===== src/rtl/mem_arb_pkg.sv =====
// Shared types and default parameters for the fetch/data memory port arbiter.
//   state_t : arbiter FSM states (IDLE, BUSY_IF, BUSY_D)
//   owner_t : which requester owns the memory port
//   DEF_MAX_WAIT / DEF_TIMEOUT : default starvation limit and abort timeout
package mem_arb_pkg;

    typedef enum logic [1:0] {
        IDLE    = 2'd0,
        BUSY_IF = 2'd1,
        BUSY_D  = 2'd2
    } state_t;

    typedef enum logic {
        OWN_IF = 1'b0,
        OWN_D  = 1'b1
    } owner_t;

    localparam int DEF_MAX_WAIT = 4;
    localparam int DEF_TIMEOUT  = 16;

endpackage


===== src/rtl/mem_arb_timer.sv =====
// Transaction timeout counter.
// Counts cycles in which enable is high; expire is asserted combinationally
// during the cycle whose edge would make the count reach TIMEOUT.
//   clk    in  clock, rising edge
//   rst    in  asynchronous active-high reset
//   clear  in  synchronous clear (takes priority over enable)
//   enable in  count this cycle
//   expire out TIMEOUT-th enabled cycle since the last clear
module mem_arb_timer
    import mem_arb_pkg::*;
#(
    parameter int TIMEOUT = DEF_TIMEOUT
) (
    input  logic clk,
    input  logic rst,
    input  logic clear,
    input  logic enable,
    output logic expire
);

    localparam int CW = $clog2(TIMEOUT + 1);

    logic [CW-1:0] r_count;

    assign expire = enable && !clear && (r_count == CW'(TIMEOUT - 1));

    always_ff @(posedge clk or posedge rst) begin
        if (rst) begin
            r_count <= '0;
        end else if (clear || expire) begin
            r_count <= '0;
        end else if (enable) begin
            r_count <= r_count + 1'b1;
        end
    end

endmodule


===== src/rtl/mem_port_arbiter.sv =====
// Arbitrates a single memory port between an instruction-fetch requester and
// a data requester. Data normally has priority; after MAX_WAIT consecutive
// data wins against a pending fetch, the fetch is forced through. A busy
// transaction is aborted with err after TIMEOUT cycles without mem_ready.
//   if_req/if_addr                       fetch request in
//   if_gnt/if_rvalid/if_rdata            fetch accept, done, instruction out
//   d_req/d_addr/d_wdata/d_wren          data request in (wren!=0 => write)
//   d_gnt/d_rvalid/d_rdata               data accept, done, load data out
//   mem_req/mem_addr/mem_wdata/mem_wren  shared memory port out
//   mem_ready/mem_rdata                  memory completion and read data in
//   busy/err                             not idle; timeout abort pulse
module mem_port_arbiter
    import mem_arb_pkg::*;
#(
    parameter int MAX_WAIT = DEF_MAX_WAIT,
    parameter int TIMEOUT  = DEF_TIMEOUT
) (
    input  logic        clk,
    input  logic        rst,
    input  logic        if_req,
    input  logic [31:0] if_addr,
    output logic        if_gnt,
    output logic        if_rvalid,
    output logic [31:0] if_rdata,
    input  logic        d_req,
    input  logic [31:0] d_addr,
    input  logic [31:0] d_wdata,
    input  logic [3:0]  d_wren,
    output logic        d_gnt,
    output logic        d_rvalid,
    output logic [31:0] d_rdata,
    output logic        mem_req,
    output logic [31:0] mem_addr,
    output logic [31:0] mem_wdata,
    output logic [3:0]  mem_wren,
    input  logic        mem_ready,
    input  logic [31:0] mem_rdata,
    output logic        busy,
    output logic        err
);

    localparam int WW = $clog2(MAX_WAIT + 1);

    state_t        r_state, w_state_next;
    logic [WW-1:0] r_wait_cnt, w_wait_next;
    logic          r_if_gnt, r_d_gnt, r_if_rvalid, r_d_rvalid, r_mem_req, r_busy, r_err;
    logic          w_if_gnt_next, w_d_gnt_next, w_if_rvalid_next, w_d_rvalid_next;
    logic          w_mem_req_next, w_err_next;
    logic [31:0]   r_if_rdata, r_d_rdata, r_mem_addr, r_mem_wdata;
    logic [31:0]   w_if_rdata_next, w_d_rdata_next, w_mem_addr_next, w_mem_wdata_next;
    logic [3:0]    r_mem_wren, w_mem_wren_next;
    owner_t        w_winner;
    logic          w_expire;

    // Timer only runs while a transaction is outstanding and memory is stalling.
    mem_arb_timer #(.TIMEOUT(TIMEOUT)) u_timer (
        .clk    (clk),
        .rst    (rst),
        .clear  (r_state == IDLE),
        .enable ((r_state != IDLE) && !mem_ready),
        .expire (w_expire)
    );

    always_comb begin
        w_state_next     = r_state;
        w_wait_next      = r_wait_cnt;
        w_if_gnt_next    = 1'b0;
        w_d_gnt_next     = 1'b0;
        w_if_rvalid_next = 1'b0;
        w_d_rvalid_next  = 1'b0;
        w_err_next       = 1'b0;
        w_mem_req_next   = r_mem_req;
        w_mem_addr_next  = r_mem_addr;
        w_mem_wdata_next = r_mem_wdata;
        w_mem_wren_next  = r_mem_wren;
        w_if_rdata_next  = r_if_rdata;
        w_d_rdata_next   = r_d_rdata;
        w_winner         = OWN_IF;

        case (r_state)
            IDLE: begin
                if (if_req || d_req) begin
                    if (d_req && !(if_req && r_wait_cnt == WW'(MAX_WAIT)))
                        w_winner = OWN_D;
                    else
                        w_winner = OWN_IF;

                    w_mem_req_next = 1'b1;
                    if (w_winner == OWN_D) begin
                        w_state_next     = BUSY_D;
                        w_d_gnt_next     = 1'b1;
                        w_mem_addr_next  = d_addr;
                        w_mem_wdata_next = d_wdata;
                        w_mem_wren_next  = d_wren;
                        // Data can only beat a fetch while below the limit, so no overflow here.
                        if (if_req)
                            w_wait_next = r_wait_cnt + 1'b1;
                    end else begin
                        w_state_next     = BUSY_IF;
                        w_if_gnt_next    = 1'b1;
                        w_mem_addr_next  = if_addr;
                        w_mem_wdata_next = '0;
                        w_mem_wren_next  = '0;
                        w_wait_next      = '0;
                    end
                end
            end
            BUSY_IF, BUSY_D: begin
                if (mem_ready || w_expire) begin
                    w_state_next   = IDLE;
                    w_mem_req_next = 1'b0;
                    w_err_next     = !mem_ready;
                    if (r_state == BUSY_IF) begin
                        w_if_rvalid_next = 1'b1;
                        if (mem_ready)
                            w_if_rdata_next = mem_rdata;
                    end else begin
                        w_d_rvalid_next = 1'b1;
                        if (mem_ready && r_mem_wren == 4'd0)
                            w_d_rdata_next = mem_rdata;
                    end
                end
            end
            default: begin
                w_state_next   = IDLE;
                w_mem_req_next = 1'b0;
            end
        endcase
    end

    always_ff @(posedge clk or posedge rst) begin
        if (rst) begin
            r_state     <= IDLE;
            r_wait_cnt  <= '0;
            r_if_gnt    <= 1'b0;
            r_d_gnt     <= 1'b0;
            r_if_rvalid <= 1'b0;
            r_d_rvalid  <= 1'b0;
            r_err       <= 1'b0;
            r_busy      <= 1'b0;
            r_mem_req   <= 1'b0;
            r_mem_addr  <= '0;
            r_mem_wdata <= '0;
            r_mem_wren  <= '0;
            r_if_rdata  <= '0;
            r_d_rdata   <= '0;
        end else begin
            r_state     <= w_state_next;
            r_wait_cnt  <= w_wait_next;
            r_if_gnt    <= w_if_gnt_next;
            r_d_gnt     <= w_d_gnt_next;
            r_if_rvalid <= w_if_rvalid_next;
            r_d_rvalid  <= w_d_rvalid_next;
            r_err       <= w_err_next;
            r_busy      <= (w_state_next != IDLE);
            r_mem_req   <= w_mem_req_next;
            r_mem_addr  <= w_mem_addr_next;
            r_mem_wdata <= w_mem_wdata_next;
            r_mem_wren  <= w_mem_wren_next;
            r_if_rdata  <= w_if_rdata_next;
            r_d_rdata   <= w_d_rdata_next;
        end
    end

    assign if_gnt    = r_if_gnt;
    assign if_rvalid = r_if_rvalid;
    assign if_rdata  = r_if_rdata;
    assign d_gnt     = r_d_gnt;
    assign d_rvalid  = r_d_rvalid;
    assign d_rdata   = r_d_rdata;
    assign mem_req   = r_mem_req;
    assign mem_addr  = r_mem_addr;
    assign mem_wdata = r_mem_wdata;
    assign mem_wren  = r_mem_wren;
    assign busy      = r_busy;
    assign err       = r_err;

endmodule

===== config.mk =====
export PLATFORM = sky130hd
export DESIGN_NAME = mem_port_arbiter
export DESIGN_NICKNAME = d
export VERILOG_FILES = /design/src/rtl/mem_arb_pkg.sv /design/src/rtl/mem_arb_timer.sv /design/src/rtl/mem_port_arbiter.sv
export SDC_FILE = /design/constraint.sdc
export NUM_CORES = 1
export LEC_CHECK = 0
export CORE_MARGIN = 2
export CORE_UTILIZATION = 30
export CTS_CLUSTER_SIZE = 24
export DETAILED_ROUTE_END_ITERATION = 8
export HOLD_SLACK_MARGIN = 0.06
export SETUP_SLACK_MARGIN = 0.05
export SLEW_MARGIN = 20
export SYNTH_ARGS = -nofsm -noshare
export SYNTH_HDL_FRONTEND = slang
export SYNTH_SLANG_ARGS = --single-unit
export TNS_END_PERCENT = 10

===== constraint.sdc =====
create_clock -name clk -period 9.15 [get_ports clk]
set_clock_uncertainty 0.05 [all_clocks]
set_input_delay 0.915 -clock clk [delete_from_list [all_inputs] [get_ports clk]]
set_output_delay 0.915 -clock clk [all_outputs]
set_load 0.02 [all_outputs]

Yosys cells after proc, flatten, opt, wreduce, memory -nomap -nowiden
Index checks and enable logic that the tools add are counted.
Word-level totals
  flip-flop bits (word level): 149
  bits of input ports: 137
  output and inout bits: 139
  word-level logic and storage cells: 79
Operators by class
  add/sub/neg operators: 2
  eq/ne operators: 7
  multiplexer cells: 31
  bitwise gates (word level): 1
  reductions and logical operators: 23
Operator list (number)
  $mux 32: 2
  $mux 1: 19
  $mux 5: 2
  $reduce_and 4->1: 2
  $logic_and 1x1->1: 6
  $mux 2: 3
  $mux 3: 2
  $ne 2x2->1 const B: 3
  $reduce_bool 2->1: 3
  $add 5x1->5 const B: 1
  $eq 5x4->1 const B: 1
  $logic_not 4->1: 1
  $mux 4: 1
  $pmux 2 s2: 1
  $reduce_and 2->1: 2
  $add 3x1->3 const B: 1
  $eq 3x3->1 const B: 1
  $logic_not 1->1: 3
  $logic_or 1x1->1: 3
  $reduce_and 3->1: 1
  $eq 2x1->1 const B: 1
  $eq 2x2->1 const B: 1
  $logic_not 2->1: 1
  $pmux 1 s2: 1
  other kinds (2): 2

Longest topological paths before layout
  depth after elaboration: 11
  mapped depth: 10
  gate-level depth less buffers: 7

Cells and area by module
A second synthesis with hierarchy kept.
Unflattened totals
  cell total of the unflattened synthesis: 518
  area total of the unflattened synthesis: 6306.0 µm²
By module, submodules not included
  mem_port_arbiter: times used 1, cells each 489, area an instance 6027.0 µm²
  mem_arb_timer: times used 1, cells each 29, area an instance 279.0 µm²

Worst setup path before layout
OpenSTA, ideal clock, no wires.
  path type: in2reg
  start: in mem_ready
  end: reg r_d_rdata[0], in the netlist d_rdata[0]
  library setup time: 0.125 ns
  arrival time: 2.375 ns
  required time: 8.975 ns
  setup slack: 6.600 ns
  stages on the path: 6
  path buffers: 2
  path through: nand2b_1 or4_1 or4b_1 buf_2 buf_6 mux2_4
Between the ends
  word-level cells in the longest chain between the ends: 6
  elaborated cells between the ends (all ways): 7
  classes of those cells: 7 x reduce/logical
Ends and longest elaborated chain
  start: declaration: RTL line mem_port_arbiter.sv:36  | input logic mem_ready,
  $logic_not 1->1: RTL line mem_port_arbiter.sv:60  | .enable ((r_state != IDLE) && !mem_ready),
  $logic_and 1x1->1: RTL line mem_port_arbiter.sv:60
  $logic_and 1x1->1 (2 in series): RTL line mem_arb_timer.sv:25  | assign expire = enable && !clear && (r_count == CW'(TIMEOUT - 1));
  $logic_or 1x1->1: RTL line mem_port_arbiter.sv:109  | if (mem_ready || w_expire) begin
  $reduce_and 4->1 (no source line) *
  end signal: assignment: RTL line mem_port_arbiter.sv:161  | r_d_rdata <= w_d_rdata_next;
  end: declaration: RTL line mem_port_arbiter.sv:49  | logic [31:0] r_if_rdata, r_d_rdata, r_mem_addr, r_mem_wdata;
Mark *: on every way between the ends. The rest lies on a longest branch, timed or not.
A chain may end at the register's enable or synchronous reset.

Final worst setup path
  start: in if_req
  end: reg r_mem_wdata[26], in the netlist mem_wdata[26]
Between the ends
  word-level cells in the longest chain between the ends: 7
  elaborated cells between the ends (all ways): 9
  classes of those cells: 4 x mux; 5 x reduce/logical
Ends and longest elaborated chain
  start: declaration: RTL line mem_port_arbiter.sv:20  | input logic if_req,
  $logic_and 1x1->1: RTL line mem_port_arbiter.sv:83  | if (d_req && !(if_req && r_wait_cnt == WW'(MAX_WAIT)))
  $logic_not 1->1: RTL line mem_port_arbiter.sv:83
  $logic_and 1x1->1: RTL line mem_port_arbiter.sv:83
  $mux 1: RTL line mem_port_arbiter.sv:83
  $mux 1: RTL line mem_port_arbiter.sv:82  | if (if_req || d_req) begin
  $mux 1: RTL line mem_port_arbiter.sv:80  | case (r_state)
  $mux 32: RTL line mem_port_arbiter.sv:89  | if (w_winner == OWN_D) begin
  end signal: assignment: RTL line mem_port_arbiter.sv:158  | r_mem_wdata <= w_mem_wdata_next;
  end: declaration: RTL line mem_port_arbiter.sv:49
Parallel ways exist; a longest one is shown, timed or not. The select of a mux whose other input is x is not followed.

==> run summary <==
fmax -> 290 MHz
CTS tree -> yes
Fin Hold WS -> 0.426 ns
maximum VDD drop -> 133 uV
clock sink total -> 149
min-delay worst type -> register to register
Leak Pwr -> 4.31 nW
Avg Inst Size Synth -> 13.4 um2
CP max stage delay -> 0.80 ns
critical path peak fanout -> 37
Fin Setup TNS -> 0 ns
slew of the pin with the lowest slew margin -> 1.04 ns
Seq/Total Area, Yosys -> 61.4%
gate count of the mapped netlist -> 452
Top delay family on crit path -> buffers and inverters
largest net degree at the start of global routing -> 84
Mapped Area -> 0.00607 mm2
crit-path cells -> clkdlybuf4s50_1 > nand3_1 > and2_2 > nand2_1 > clkinv_1 > a22o_1
FFs w/ async S/R, synth -> 100%
hpwl dp -> 12.1 mm
Avg WL per Cell -> 16.5 um
WP buf/inv -> 2
Post-synth EDFFs -> 0
share of cells above drive strength 1 -> 14.1%
clock insertion delay at the later pin of the skew report -> 0.41 ns
post-synth top area share -> 61.4%
CP endpoint kind -> register
CTS Hold Bufs -> 0
met2 wire length -> 7.77 mm
Data arrival, critical path -> 3.69 ns
Final Slew Violations -> 0
vias per cell -> 4.50
post_cts resized -> 0
CTS Buf Count -> 17
number of remaining DRC errors -> 0
Area Overhead vs Synth -> 59.3%
Port Buffers -> 275
outcome -> complete, no violations
first-pass GRT wire length -> 26.6 mm
top cells by count, synth -> 149 x dfrtp_1, 45 x nand2_1, 39 x o21ai_0, 34 x a22o_1, 34 x mux2_2
Final ANT Viol Nets -> 0
first-pass iteration count of the detailed router -> 6
startpoint types -> primary input
Seq cells post-synth -> 149
height of the die -> 146 um
Period minus WS final -> 3.45 ns
synth top area cells -> dfrtp_1 61%, mux2_4 7.4%, mux2_2 6.3%
Core Rows -> 52
RSZ-0062 raised after global routing -> no
final setup vio count -> 0
post-synth cell types -> 35
# diodes -> 0
DRT met1 WL -> 7.25 mm
fin nets -> 867
initial antenna violation count -> 0
Vias -> 4,521
die area -> 0.0214 mm2
period utilization -> 37.7%
post-CTS setup buffer count -> 0
GRT overflow -> 0
area of the core -> 0.0200 mm2
Util after Layout -> 48.3%
top sig layer -> met4
clock buffer depth -> 2
clk slew on worst S/H paths -> 0.07 ns
Main synth FF type -> dfrtp_1
initial core utilization -> 30.3%
H-Tree Depth -> 4
slowest CP cell -> clkinv_1
pwr/cell area -> 353 mW/mm2
final hold violations -> 0
Root Buffer -> clkbuf_16
most common cell in the netlist -> dfrtp_1
Yosys warnings -> 0
vias in the first global route -> 4,843
Slew Limit Headroom -> 30.8%
syn nets -> 597
Yosys top cell by area -> dfrtp_1
DR WL met3 -> 1.34 mm
Setup CP Type -> primary input to register
GRT Resource Usage Total -> 15.9%
DR iter-0 viols -> 123
# IOs -> 276
Total Routed Length -> 16.6 mm
Worst Path Required -> 9.40 ns
maxcap violations -> 0
die width -> 146 um
gpl congestion -> 0.723
-- tightest hold or removal path: cells and delay by family (launching register included) --
family,cells,cell delay (ns)
and+or+nand+nor,1,0.04
AOI/OAI and AO/OA,1,0.06
DFF,1,0.34
-- area by class of cell --
cell class              count  area (um2)
flip-flops and latches    149        3730
multi-input cells         265        2180
repair buffers            279        2780
inverters                  10        42.5
fillers                  1817       10400
well taps                 270         338
clock buffers              17         425
clock inverters            15         169
-- cells by family (layout without fill, tap and decap cells) --
kind of cell    Yosys count  after routing  share of synthesized area [%]
buf+inv                  38            321                           2.82
simple gates             74             74                           5.52
fa+ha+maj                 8              8                           1.65
compound gates           87             87                           9.58
flops                   149            149                           61.4
mux                      96             96                           19.0
-- stage by stage --
stage | cell area, um2 | worst slack [ns] | cells | total power, mW
2_1_floorplan | 6070 | 4.18 | 452 | 1.94
3_3_place_gp | 9070 | 5.34 | 973 | 2.69
3_5_place_dp | 9070 | 5.23 | 973 | 2.73
4_1_cts | 9670 | 5.67 | 1005 | 3.46
5_1_grt | 9670 | 5.50 | 1005 | 3.61
6_report | 9670 | 5.70 | 1005 | 3.41
-- per-layer routing --
metal | global-route usage (%) | vias up
li1 | - | 2140
met1 | 19.7 | 2171
met2 | 25.6 | 194
met3 | 6.28 | 16
met4 | 4.66 | 0
met5 | 0 | -
-- state kept, by name, summed over array words and instances (netlist names) --
signal           count
r_wait_cnt           3
if_rvalid            1
u_timer.r_count      5
mem_req              1
mem_addr            32
d_rdata             32
busy                 1
d_gnt                1
mem_wdata           32
d_rvalid             1
err                  1
if_gnt               1
mem_wren             4
r_state              2
if_rdata            32
-- path summary, 6_finish.rpt --
kind / startpoint / to / slack, ns / cells past startpoint
max: if_req / mem_wdata[26]$_DFFE_PP0P_ / 5.70 / 6
min: mem_addr[16]$_DFFE_PP0P_ / mem_addr[16]$_DFFE_PP0P_ / 0.43 / 2
max reg2reg: u_timer.r_count[0]$_DFFE_PP0P_ / d_rdata[4]$_DFFE_PP0P_ / 6.13 / 8
min reg2reg: mem_addr[16]$_DFFE_PP0P_ / mem_addr[16]$_DFFE_PP0P_ / 0.43 / 2
max in group asynchronous: rst / if_rdata[30]$_DFFE_PP0P_ / 6.72 / 3
min in group asynchronous: rst / if_rdata[9]$_DFFE_PP0P_ / 0.96 / 2
-- layout by cell type (no fill, tap or decap), types with 3 or more instances in the layout --
master           count
ha_1                 8
mux2i_1             32
mux2_2              34
inv_6                7
nor2b_1              3
inv_1                8
nand2_1             45
nor2_1               8
dfrtp_1            149
clkbuf_16           17
nor3_1               3
clkdlybuf4s50_1    275
nor3b_1              4
buf_4                4
a22o_1              34
mux2_4              30
o21ai_0             38
a21oi_1              6
-- power breakdown --
group          leakage [nW]  switching (mW)  total [mW]  internal [mW]
clock network         0.289           0.302       0.712          0.410
logic                  2.16           0.770        1.58          0.806
registers              1.87           0.171        1.13          0.956
total                  4.31            1.24        3.41           2.17
(Power assumes the default switching activity.)
